### src/rtl/cmd_uart_tx.sv
// rtl/cmd_uart_tx.sv - car-link command encoder and UART 8N1 transmitter
//
// Encodes the operator controls into the one-byte car command and sends it
// LSB first as 8N1. A frame goes out when the encoded byte differs from the
// last one sent, and as a keepalive KEEPALIVE_CYC cycles after the previous
// frame start. The first frame after reset is always sent.
//
// Ports:
//   clk        system clock
//   rst        asynchronous active-high reset
//   sel_mode   drive mode select (0..7)
//   speed      speed level
//   steer_dir  steering direction, used in mode 0 only (11 masked to hold)
//   step       steering step size
//   tx         serial line, idle high
//   busy       high from start bit through end of stop bit
//   tx_done    one-cycle pulse after the stop bit completes
//   sent_byte  byte of the frame in progress or the last one sent

module cmd_uart_tx #(
    parameter int CLK_FRE       = 24_000_000,
    parameter int BAUD          = 9600,
    parameter int KEEPALIVE_CYC = 2_400_000
) (
    input  logic       clk,
    input  logic       rst,
    input  logic [2:0] sel_mode,
    input  logic [1:0] speed,
    input  logic [1:0] steer_dir,
    input  logic [1:0] step,
    output logic       tx,
    output logic       busy,
    output logic       tx_done,
    output logic [7:0] sent_byte
);

    localparam int BAUD_DIV = CLK_FRE / BAUD;
    localparam int BW       = (BAUD_DIV > 1) ? $clog2(BAUD_DIV) : 1;
    localparam int KW       = (KEEPALIVE_CYC > 1) ? $clog2(KEEPALIVE_CYC) : 1;

    localparam logic [BW-1:0] BAUD_LAST = BW'(BAUD_DIV - 1);
    localparam logic [KW-1:0] KA_LAST   = KW'(KEEPALIVE_CYC - 1);

    localparam logic [1:0] S_IDLE  = 2'd0;
    localparam logic [1:0] S_START = 2'd1;
    localparam logic [1:0] S_DATA  = 2'd2;
    localparam logic [1:0] S_STOP  = 2'd3;

    logic [7:0]    cmd_byte_d, cmd_byte_q;
    logic [1:0]    steer_m;
    logic [1:0]    state_d, state_q;
    logic [BW-1:0] baud_d, baud_q;
    logic [2:0]    bit_d, bit_q;
    logic [7:0]    shift_d, shift_q;
    logic [7:0]    last_d, last_q;
    logic [7:0]    sent_d, sent_q;
    logic [KW-1:0] ka_d, ka_q;
    logic          force_d, force_q;
    logic          busy_d, busy_q;
    logic          done_d, done_q;
    logic          tx_d, tx_q;
    logic          baud_done;
    logic          trigger;

    // Command encoder
    always_comb begin
        steer_m    = (steer_dir == 2'b11) ? 2'b00 : steer_dir;
        cmd_byte_d = 8'h80;
        case (sel_mode)
            3'd0:    cmd_byte_d = {4'b0011, steer_m, step};
            3'd1:    cmd_byte_d = {4'b0111, speed, 2'b00};
            3'd2:    cmd_byte_d = {4'b0110, speed, 2'b00};
            3'd3:    cmd_byte_d = {4'b0101, speed, step};
            3'd4:    cmd_byte_d = {4'b0100, speed, step};
            3'd6:    cmd_byte_d = {4'b1111, 2'b00, speed};
            default: cmd_byte_d = 8'h80;
        endcase
    end

    // Left out of reset on purpose: it keeps tracking the inputs while rst is
    // held, so the first frame after release carries the current command.
    always_ff @(posedge clk) begin
        cmd_byte_q <= cmd_byte_d;
    end

    assign baud_done = (baud_q == BAUD_LAST);
    assign trigger   = force_q | (cmd_byte_q != last_q) | (ka_q == KA_LAST);

    always_comb begin
        state_d = state_q;
        baud_d  = baud_q + 1'b1;
        bit_d   = bit_q;
        shift_d = shift_q;
        last_d  = last_q;
        sent_d  = sent_q;
        ka_d    = (ka_q == KA_LAST) ? ka_q : ka_q + 1'b1;
        force_d = force_q;
        busy_d  = busy_q;
        done_d  = 1'b0;

        case (state_q)
            S_IDLE: begin
                baud_d = '0;
                if (trigger) begin
                    state_d = S_START;
                    shift_d = cmd_byte_q;
                    last_d  = cmd_byte_q;
                    sent_d  = cmd_byte_q;
                    ka_d    = '0;
                    force_d = 1'b0;
                    busy_d  = 1'b1;
                end
            end
            S_START: begin
                if (baud_done) begin
                    state_d = S_DATA;
                    baud_d  = '0;
                    bit_d   = 3'd0;
                end
            end
            S_DATA: begin
                if (baud_done) begin
                    baud_d  = '0;
                    shift_d = {1'b0, shift_q[7:1]};
                    if (bit_q == 3'd7) begin
                        state_d = S_STOP;
                    end else begin
                        bit_d = bit_q + 1'b1;
                    end
                end
            end
            default: begin
                if (baud_done) begin
                    state_d = S_IDLE;
                    baud_d  = '0;
                    busy_d  = 1'b0;
                    done_d  = 1'b1;
                end
            end
        endcase

        // Line level is registered from the next state so tx is glitch-free
        // and the start bit appears on the same edge that enters START.
        tx_d = 1'b1;
        if (state_d == S_START) begin
            tx_d = 1'b0;
        end else if (state_d == S_DATA) begin
            tx_d = shift_d[0];
        end
    end

    always_ff @(posedge clk or posedge rst) begin
        if (rst) begin
            state_q <= S_IDLE;
            baud_q  <= '0;
            bit_q   <= 3'd0;
            shift_q <= 8'h00;
            last_q  <= 8'h80;
            sent_q  <= 8'h80;
            ka_q    <= '0;
            force_q <= 1'b1;
            busy_q  <= 1'b0;
            done_q  <= 1'b0;
            tx_q    <= 1'b1;
        end else begin
            state_q <= state_d;
            baud_q  <= baud_d;
            bit_q   <= bit_d;
            shift_q <= shift_d;
            last_q  <= last_d;
            sent_q  <= sent_d;
            ka_q    <= ka_d;
            force_q <= force_d;
            busy_q  <= busy_d;
            done_q  <= done_d;
            tx_q    <= tx_d;
        end
    end

    assign tx        = tx_q;
    assign busy      = busy_q;
    assign tx_done   = done_q;
    assign sent_byte = sent_q;

endmodule

### config.mk
export PLATFORM = sky130hd
export DESIGN_NAME = cmd_uart_tx
export DESIGN_NICKNAME = d
export VERILOG_FILES = /design/src/rtl/cmd_uart_tx.sv
export SDC_FILE = /design/constraint.sdc
export NUM_CORES = 1
export LEC_CHECK = 0
export CORE_ASPECT_RATIO = 1.75
export CORE_UTILIZATION = 30
export CTS_CLUSTER_DIAMETER = 120
export DETAILED_ROUTE_END_ITERATION = 6
export PLACE_DENSITY_LB_ADDON = 0.08
export SLEW_MARGIN = 15
export SYNTH_ARGS = -nofsm -noshare
export SYNTH_HDL_FRONTEND = slang
export SYNTH_SLANG_ARGS = --single-unit
### constraint.sdc
create_clock -name clk -period 3.6 [get_ports clk]
set_input_delay 0.36 -clock clk [delete_from_list [all_inputs] [get_ports clk]]
set_output_delay 0.36 -clock clk [all_outputs]
set_load 0.005 [all_outputs]
==> out/qor.yml <==
run_status:
  status: "complete, no violations"
detailed_routing:
  vias: 2370
  vias_per_cell: 4.85
  totalWireLength_mm: 7.08
  route.detailed.drc: 0
  drtIter0Drc: 141
  wl_per_cell_um: 14.5
  drtAntennaViolNets: 0
  drtPass1Iterations: 4
setup_path:
  r2r_slack_ns: 1.10
  startpoint_type: "flip-flop"
  r2r_end: "sent_byte[4]"
  critical-path-top-delay-family: "compound AO/OA/AOI/OAI gates"
  critPathMaxFanout: 24
  path_class: "reg -> reg"
  cp_cell_sequence: "ha_1, nand2_1, or3_1, o21a_4, a21oi_4, mux2_2"
  reg2reg_from: "ka_q[0]"
  worst_path_max_delay_cell: "a21oi_4"
  r2r_cells: 6
  crit_arrival_ns: 2.71
  cp_slowest_stage_delay_ns: 0.59
  end_kind: "flip-flop"
  worst-path-buf-inv: 0
  required_ns: 3.82
place:
  place_hpwl_mm: 5.12
  io_buffers: 21
  place.gp.congestion: 0.701
  dpl-instance-area_um2: 3670
global_routing:
  overflow: 0
  grt_pass1_vias: 2542
  grt_max_degree: 43
  grt_pass1_wl_mm: 12.4
  grt_use_total: 0.145
  antenna_found_initial: 0
yosys:
  yosysUniqueCellTypes: 49
  synth_nets: 350
  syn_area_um2: 3340
  synth_commonest_cells: "dfrtp_1, nor2_1, nand2_1"
  yosysTopAreaCell: "dfrtp_1"
  async_reset_ff_frac: 0.881
  synthFlopType: "dfrtp_1"
  synth_cells: 330
  seq_area_frac_synth: 0.491
  synth_area_leaders: "dfrtp_1, nor2_1, dfxtp_1, xnor2_1, xor2_1"
  yosys_register_bits: 67
  synth_top_area_frac: 0.419
  yosysWarnings: 0
  synth_edf_count: 0
  syn_avg_cell_area_um2: 10.1
  synth.most_common_cell: "dfrtp_1"
cts:
  cts_buffers: 9
  cts_resized: 0
  cts_tree: "built"
  holdBufCountCts: 0
  clock-sinks: 67
  cts_max_path_buffers: 2
  clk_pin_slew_ns: 0.05
  cts_root_buf: "clkbuf_16"
  h-tree-depth: 3
  cts_setup_buffers: 0
  insertion_delay_ns: 0.33
power_and_ir_drop:
  pwr-share-seq: 0.396
  clkPwrFrac: 0.343
  combPwrFrac: 0.261
  total_power_w: 0.00258
  max-vdd-ir-drop_mv: 0.284
  p_sw_w: 0.000774
  switching_share: 0.299
  p_leak_nw: 1.70
  p_int_w: 0.00181
  power.density_nw_per_um2: 650
sta:
  fmax_mhz: 400
  skew_ns: 0.00648
  worst_pin_slew_ns: 0.719
  timing.final.crit_share: 0.694
  setup_tns_ns: 0
  setup_violations: 0
  max_slew_margin: 0.519
  rsz0062_at_grt: "false"
  slew_viol_final: 0
  period_minus_slack_ns: 2.50
  hold_viol: 0
layout:
  regArea_um2: 1640
  final_core_util: 0.369
  fillerInstances: 1110
  multi_input_area_um2: 1590
  diodes: 0
  drive_gt1_frac: 0.103
  finalInstanceArea_um2: 3980
  num-nets-final: 374
  area_growth_pct: 18.9
floorplan:
  rows: 50
  fp.dieH_um: 142
  die_w_um: 81.8
  coreArea_um2: 10800
  die-area_um2: 11600
  start_util: 0.311
  ioPinCount: 22
worst_hold_path:
  hp-class: "in -> async"
job:
  cap_violations: 0
## metal layers
layer,up-vias,share of wire,GRT usage
met5,-,0,0
met1,1154,0.41,0.160
met4,0,0.025,0.0831
li1,1168,-,-
met3,10,0.026,0.0238
met2,38,0.54,0.252
## power by group through the flow
stage                     clock network, W  registers [W]  logic [W]
after CTS                         0.000921        0.00103   0.000689
final                             0.000887        0.00102   0.000674
after global placement                   0        0.00104   0.000689
after floorplan                          0        0.00101   0.000469
after detailed placement                 0        0.00104   0.000686
after global routing              0.000946        0.00105   0.000748
## per-stage QoR
stage / hold slack [ns] / cells / setup WS [ns]
floorplan: 0.435 / 330 / 1.44
global placement: 0.469 / 473 / 1.12
detailed placement: 0.471 / 473 / 1.08
CTS: 0.364 / 489 / 1.09
global route: 0.389 / 489 / 0.906
finish: 0.349 / 489 / 1.10
## worst register-to-register path, delay by kind of cell (launching register included)
kind | cells | cell delay [ns]
AO/OA/AOI/OAI | 2 | 0.87
AND/OR/NAND/NOR | 2 | 0.53
multiplexers | 1 | 0.41
flip-flops | 1 | 0.38
adder cells (fa/ha/maj) | 1 | 0.18
## state kept, by name, summed over array words and instances, names as in the netlist
name,cells
tx_done,1
bit_q,3
state_q,2
cmd_byte_q,8
busy,1
shift_q,8
baud_q,12
ka_q,22
sent_byte,8
force_q,1
tx,1
## kinds of logic (layout without fill, tap and decap cells)
| group | after synthesis | in the layout | share of synthesized area |
|---|---|---|---|
| compound gates | 43 | 43 | 0.0955 |
| xor+xnor | 36 | 36 | 0.0943 |
| fa+ha+maj | 9 | 9 | 0.0337 |
| buf+inv | 25 | 54 | 0.0348 |
| flops | 67 | 67 | 0.491 |
| mux | 18 | 18 | 0.0588 |
| simple gates | 132 | 132 | 0.192 |
## cell usage in the layout (no fill, tap or decap), types with 5 or more instances in the layout
cell	count
nor2b_1	6
inv_1	14
nand3_1	13
a21oi_1	5
ha_1	9
nor2_1	53
a22o_1	7
xor2_1	18
o21ai_0	12
mux2_2	9
clkbuf_16	9
dfrtp_1	56
nor3_1	7
mux2i_1	5
nand2_1	23
clkdlybuf4s50_1	21
dfxtp_1	8
xnor2_1	18
## area by class of cell
type	count	share of cell area
sequential	67	0.413
multi-input combinational	238	0.399
inverter	15	0.0142
timing repair buffer	23	0.0567
clock buffer	12	0.0645
clock inverter	4	0.0123
tap	130	0.0409
## worst max path at each step
stage | startpoint | to | slack, ns | depth (start not counted)
floorplan | ka_q[0] | shift_q[1] | 1.44 | 8
detailed placement | ka_q[0] | ka_q[15] | 1.08 | 7
global placement | ka_q[0] | ka_q[14] | 1.12 | 7
finish | ka_q[0] | sent_byte[4] | 1.10 | 6
global route | ka_q[0] | tx | 0.91 | 7
CTS | ka_q[0] | ka_q[17] | 1.09 | 7
(Power assumes the default switching activity.)
==> edit 1 (same settings) <==
The parameter `KEEPALIVE_CYC` goes from 2_400_000 to 9_600_000.
--- a/src/rtl/cmd_uart_tx.sv
+++ b/src/rtl/cmd_uart_tx.sv
@@ -20,7 +20,7 @@
 module cmd_uart_tx #(
     parameter int CLK_FRE       = 24_000_000,
     parameter int BAUD          = 9600,
-    parameter int KEEPALIVE_CYC = 2_400_000
+    parameter int KEEPALIVE_CYC = 9_600_000
 ) (
     input  logic       clk,
     input  logic       rst,
Function: same outputs for any inputs over 10 cycles, from zero or initial values and one cycle with rst high; that may be too few to reach the edited logic, so the function may still have changed.
==> edit 1 against the unedited design <==
Non-clock buffer count unchanged. Critical path depth up 1. Sequential cell count up 2. Area after synthesis up 4.0%. Utilization down 0.34 points. Wire length up 10%. Clock power up 7.6%. Worst setup slack worse by 0.050 ns. Clock skew up 0.0035 ns. Total power up 0.89%. Sequential share of layout area down 0.14 points. First-iteration DRC count down 5.0%. Design area up 3.4%. Largest power group unchanged.
==> edit 1: results (changes against the unedited design) <==
[setup_path]
arrival_ns=2.79  ; +0.08 ns
r2r_cells=7  ; +1
path_max_fanout=13  ; -46%
cp_slowest_cell=ha_1
max_stage_delay_ns=0.49  ; -0.10 ns

[yosys]
synthTopCellsByArea=dfrtp_1 (42%), xnor2_1 (5.5%), nor2_1 (5.3%)
synth_compound_area_share_pct=9.79  ; +0.25 points
synthMuxAreaShare_pct=3.17  ; -2.7 points
syn-num-nets=366  ; +4.6%
yosysSeqAreaShare_pct=48.6  ; -0.43 points
synth_cell_types=51  ; +4.1%
synthArstFlopShare_pct=88.4  ; +0.35 points
syn_inst=346  ; +4.8%
synth_common_cells=dfrtp_1 (58), nor2_1 (49), nand2_1 (24)
synthXorXnorAreaFrac_pct=9.33  ; -0.11 points
synth_most_common_cell=dfrtp_1
synthAdderAreaFrac_pct=3.24  ; -0.13 points

[routing]
vias_per_cell=5.06  ; +4.4%
drtIter0Drc=134  ; -5.0%
avgRoutedWirePerCell_um=15.5  ; +6.8%
vias=2555  ; +7.8%

[finish]
nNetsFinal=388  ; +3.7%
reg_top3=ka_q: 24 flops, baud_q: 12 flops
fillers=1149  ; +3.5%
drive_gt1_share_pct=10.7  ; +0.42 points
n_antenna_cell=0  ; unchanged

[status]
run_status=complete, no violations

[placed_design]
gp_congestion=0.691  ; -1.4%
place_hpwl_um=5480  ; +7.2%
dpl.cell_count=489  ; +3.4%
place_ws_ns=1.00  ; -0.0833 ns
portBuffers=21  ; unchanged

[power_and_ir_drop]
peakVddDrop_mv=0.266  ; -6.3%
intPower_uw=1840  ; +1.4%
leakagePower_uw=0.00171  ; +0.28%

[grt]
grt_pass1_vias=2725  ; +7.2%
grt_pass1_wl_um=13400  ; +8.2%
grt_start_max_net_pins=42  ; -2.3%
grt_use_total_pct=14.7  ; +0.23 points

[worst_hold_path]
hp-class=in2async

[sta]
maxSlewHeadroom_pct=62.9  ; +11 points
skew_ns=0.00998  ; +0.00349 ns

[clocking]
cts_setup_buffers=0  ; unchanged
ctsHtreeMaxLevel=3  ; unchanged
clockBufferDepth=2  ; unchanged
post_cts_resized=0  ; unchanged

==> edit 1: cell count changes in the layout (fill, tap and decap cells not counted), moves of 4 or more <==
cell	change
o21ai_0	+7
nand4_1	+4
mux2_1	-4
nand3_1	+6
nor2_1	-4
and3_1	+4
inv_1	-7
xnor2_1	+4
==> edit 1: kinds of logic (layout without fill, tap and decap cells) <==
| family | Yosys count | count (layout) |
|---|---|---|
| AND/OR/NAND/NOR | 150 | 150 |
| buffers and inverters | 20 | 47 |
| adder cells (fa/ha/maj) | 9 | 9 |
| XOR/XNOR | 37 | 37 |
| multiplexers | 10 | 10 |
| AO/OA/AOI/OAI | 51 | 51 |
| flip-flops | 69 | 69 |
==> edit 1: cell type report <==
class / count / share of cell area, %
clock buffers: 11 / 5.91
clock inverters: 5 / 1.83
inverters: 8 / 0.731
multi-input cells: 257 / 40.9
flip-flops and latches: 69 / 41.1
well taps: 132 / 4.02
repair buffers: 23 / 5.48
==> edit 1: metrics by stage <==
stage / power (uW) / area, um^2
after detailed placement: 1680 / 3790
after floorplan: 1470 / 3470
after global routing: 2750 / 4110
after CTS: 2650 / 4110
final: 2610 / 4110
after global placement: 1680 / 3790
==> edit 1: critical path, delay by kind of cell, from the launching register on <==
family,cells,cell delay (ns)
AND/OR/NAND/NOR,1,0.44
buffers and inverters,2,0.41
adder cells (fa/ha/maj),1,0.49
flip-flops,1,0.45
AO/OA/AOI/OAI,3,0.67
==> edit 1: worst paths after layout <==
kind                                from      endpoint  slack (ns)
max                           state_q[0]            tx        1.05
min                                  rst    baud_q[10]        0.36
min reg2reg                cmd_byte_q[7]  sent_byte[7]        0.48
min in group clk           cmd_byte_q[7]  sent_byte[7]        0.48
max in group asynchronous            rst      ka_q[12]        2.32
max reg2reg                   state_q[0]            tx        1.05
==> edit 1: per-layer routing <==
| metal | wire length (um) | part of all wire (%) | vias up | global-route usage (%) |
|---|---|---|---|---|
| met3 | 166 | 2.1 | 11 | 2.45 |
| met5 | 0 | 0 | - | 0 |
| met4 | 197 | 2.5 | 0 | 8.17 |
| li1 | - | - | 1253 | - |
| met2 | 4350 | 56 | 30 | 28.1 |
| met1 | 3090 | 40 | 1261 | 15.1 |
==> edit 1: power groups by stage <==
stage	clock network (uW)	logic [uW]	registers, uW
2_1_floorplan	0	436	1030
5_1_grt	1010	679	1070
6_report	954	608	1050
3_5_place_dp	0	621	1060
3_3_place_gp	0	616	1060
4_1_cts	974	626	1050
==> edit 2 (config.mk and constraints unchanged) <==
Made on the original files. Reset style: synchronous (`rst`), changed in one clocked block. Comments in the files are not updated.
--- a/src/rtl/cmd_uart_tx.sv
+++ b/src/rtl/cmd_uart_tx.sv
@@ -149,7 +149,7 @@
         end
     end
 
-    always_ff @(posedge clk or posedge rst) begin
+    always_ff @(posedge clk) begin
         if (rst) begin
             state_q <= S_IDLE;
             baud_q  <= '0;
Function: differs if rst is asserted again (counterexample within 4 cycles, from zero or initial values and one cycle with rst high); with rst held inactive, the same outputs for 10 cycles.
==> edit 2 against the unedited design <==
Via count decreased by 0.93%. Maximum frequency shrank 3.3%. Final cell count is 1.6% higher. Design area shrank 7.4%. Wire length fell by 4.6%. Sequential cell count unchanged. Worst setup slack worse by 0.084 ns. Critical endpoint is now tx. Area after synthesis is 8.3% lower.
Power is not compared: it rests on default switching activity, and its combinational part moved more than twofold at a synthesized area within 25%.
==> edit 2: results (changes against the unedited design) <==
[routing]
drtIter0Drc=64  ; -55%
vias_per_cell=4.72  ; -2.5%
avgRoutedWirePerCell_um=13.6  ; -6.2%

[setup_path]
max_stage_delay_ns=0.55  ; -0.04 ns
crit_family=simple AND/OR/NAND/NOR gates
arrival_ns=2.80  ; +0.09 ns
path_max_fanout=6  ; -75%
r2r_cells=8  ; +2
cp_slowest_cell=or4b_1

[yosys]
syn_area_per_cell_um2=8.83  ; -13%
synthTopCellsByArea=dfxtp_1 (44%), nor2_1 (8.1%), xor2_1 (6.0%)
synth_cell_types=43  ; -12%
synth_common_cells=dfxtp_1 (67), nor2_1 (66), nand2_1 (28)
yosysSeqAreaShare_pct=43.8  ; -5.3 points
synthArstFlopShare_pct=0  ; -88 points

[sta]
tightest_slew_ns=0.883  ; +0.163 ns
skew_ns=0.00839  ; +0.00191 ns

[grt]
grt_pass1_wl_um=11400  ; -8.2%
grt_pass1_vias=2426  ; -4.6%
grt_use_total_pct=14.3  ; -0.17 points

[status]
run_status=complete, no violations

[finish]
nNetsFinal=388  ; +3.7%
layout.cells.non_filler=497  ; +1.6%

[worst_hold_path]
hp-class=reg2reg

[placed_design]
place_hpwl_um=4940  ; -3.4%
place_area_mm2=0.00340  ; -7.4%
dpl.cell_count=483  ; +2.1%

==> edit 2: stage by stage <==
step	hold slack [ns]	worst slack (ns)	util (%)
2_1_floorplan	0.432	1.36	-
3_3_place_gp	0.457	1.04	34.3
3_5_place_dp	0.464	1.03	34.3
4_1_cts	0.476	1.03	37.1
5_1_grt	0.509	0.808	37.1
6_report	0.477	1.02	37.1
==> edit 2: cell type report <==
type                            instances  area [um^2]
Timing Repair Buffer                   23          225
Inverter                               11         41.3
Sequential cell                        67         1340
Tap cell                              125          156
Multi-Input combinational cell        257         1630
Clock buffer                           11          243
Fill cell                            1054         6230
Clock inverter                          3         40.0
==> edit 2: logic make-up after synthesis <==
family / Yosys count / share of synthesized area [%]
DFF: 67 / 43.8
adders and majority gates: 8 / 3.27
and+or+nand+nor: 153 / 24.8
AOI/OAI and AO/OA: 43 / 9.40
muxes: 16 / 5.23
xor gates and xnor gates: 37 / 10.6
buffers and inverters: 23 / 2.90
==> edit 2: worst paths after layout <==
| kind | from | endpoint | slack (ns) |
|---|---|---|---|
| setup / recovery | baud_q[0] | tx | 1.02 |
| hold reg to reg | baud_q[0] | baud_q[0] | 0.48 |
| hold / removal | baud_q[0] | baud_q[0] | 0.48 |
| setup reg to reg | baud_q[0] | tx | 1.02 |
==> edit 2: layer usage <==
metal | vias to the layer above | track usage [%] | share of wire, %
met2 | 20 | 26.9 | 55
met5 | - | 0 | 0
met1 | 1089 | 14.1 | 40
li1 | 1231 | - | -
met3 | 8 | 4.31 | 2.6
met4 | 0 | 6.48 | 1.9
==> edit 2: where the power goes <==
| group | total, uW | internal (uW) | switching (uW) |
|---|---|---|---|
| clock | 846 | 544 | 302 |
| sequential | 795 | 771 | 23.4 |
| combinational | 157 | 77.9 | 79.3 |
| total | 1800 | 1390 | 405 |
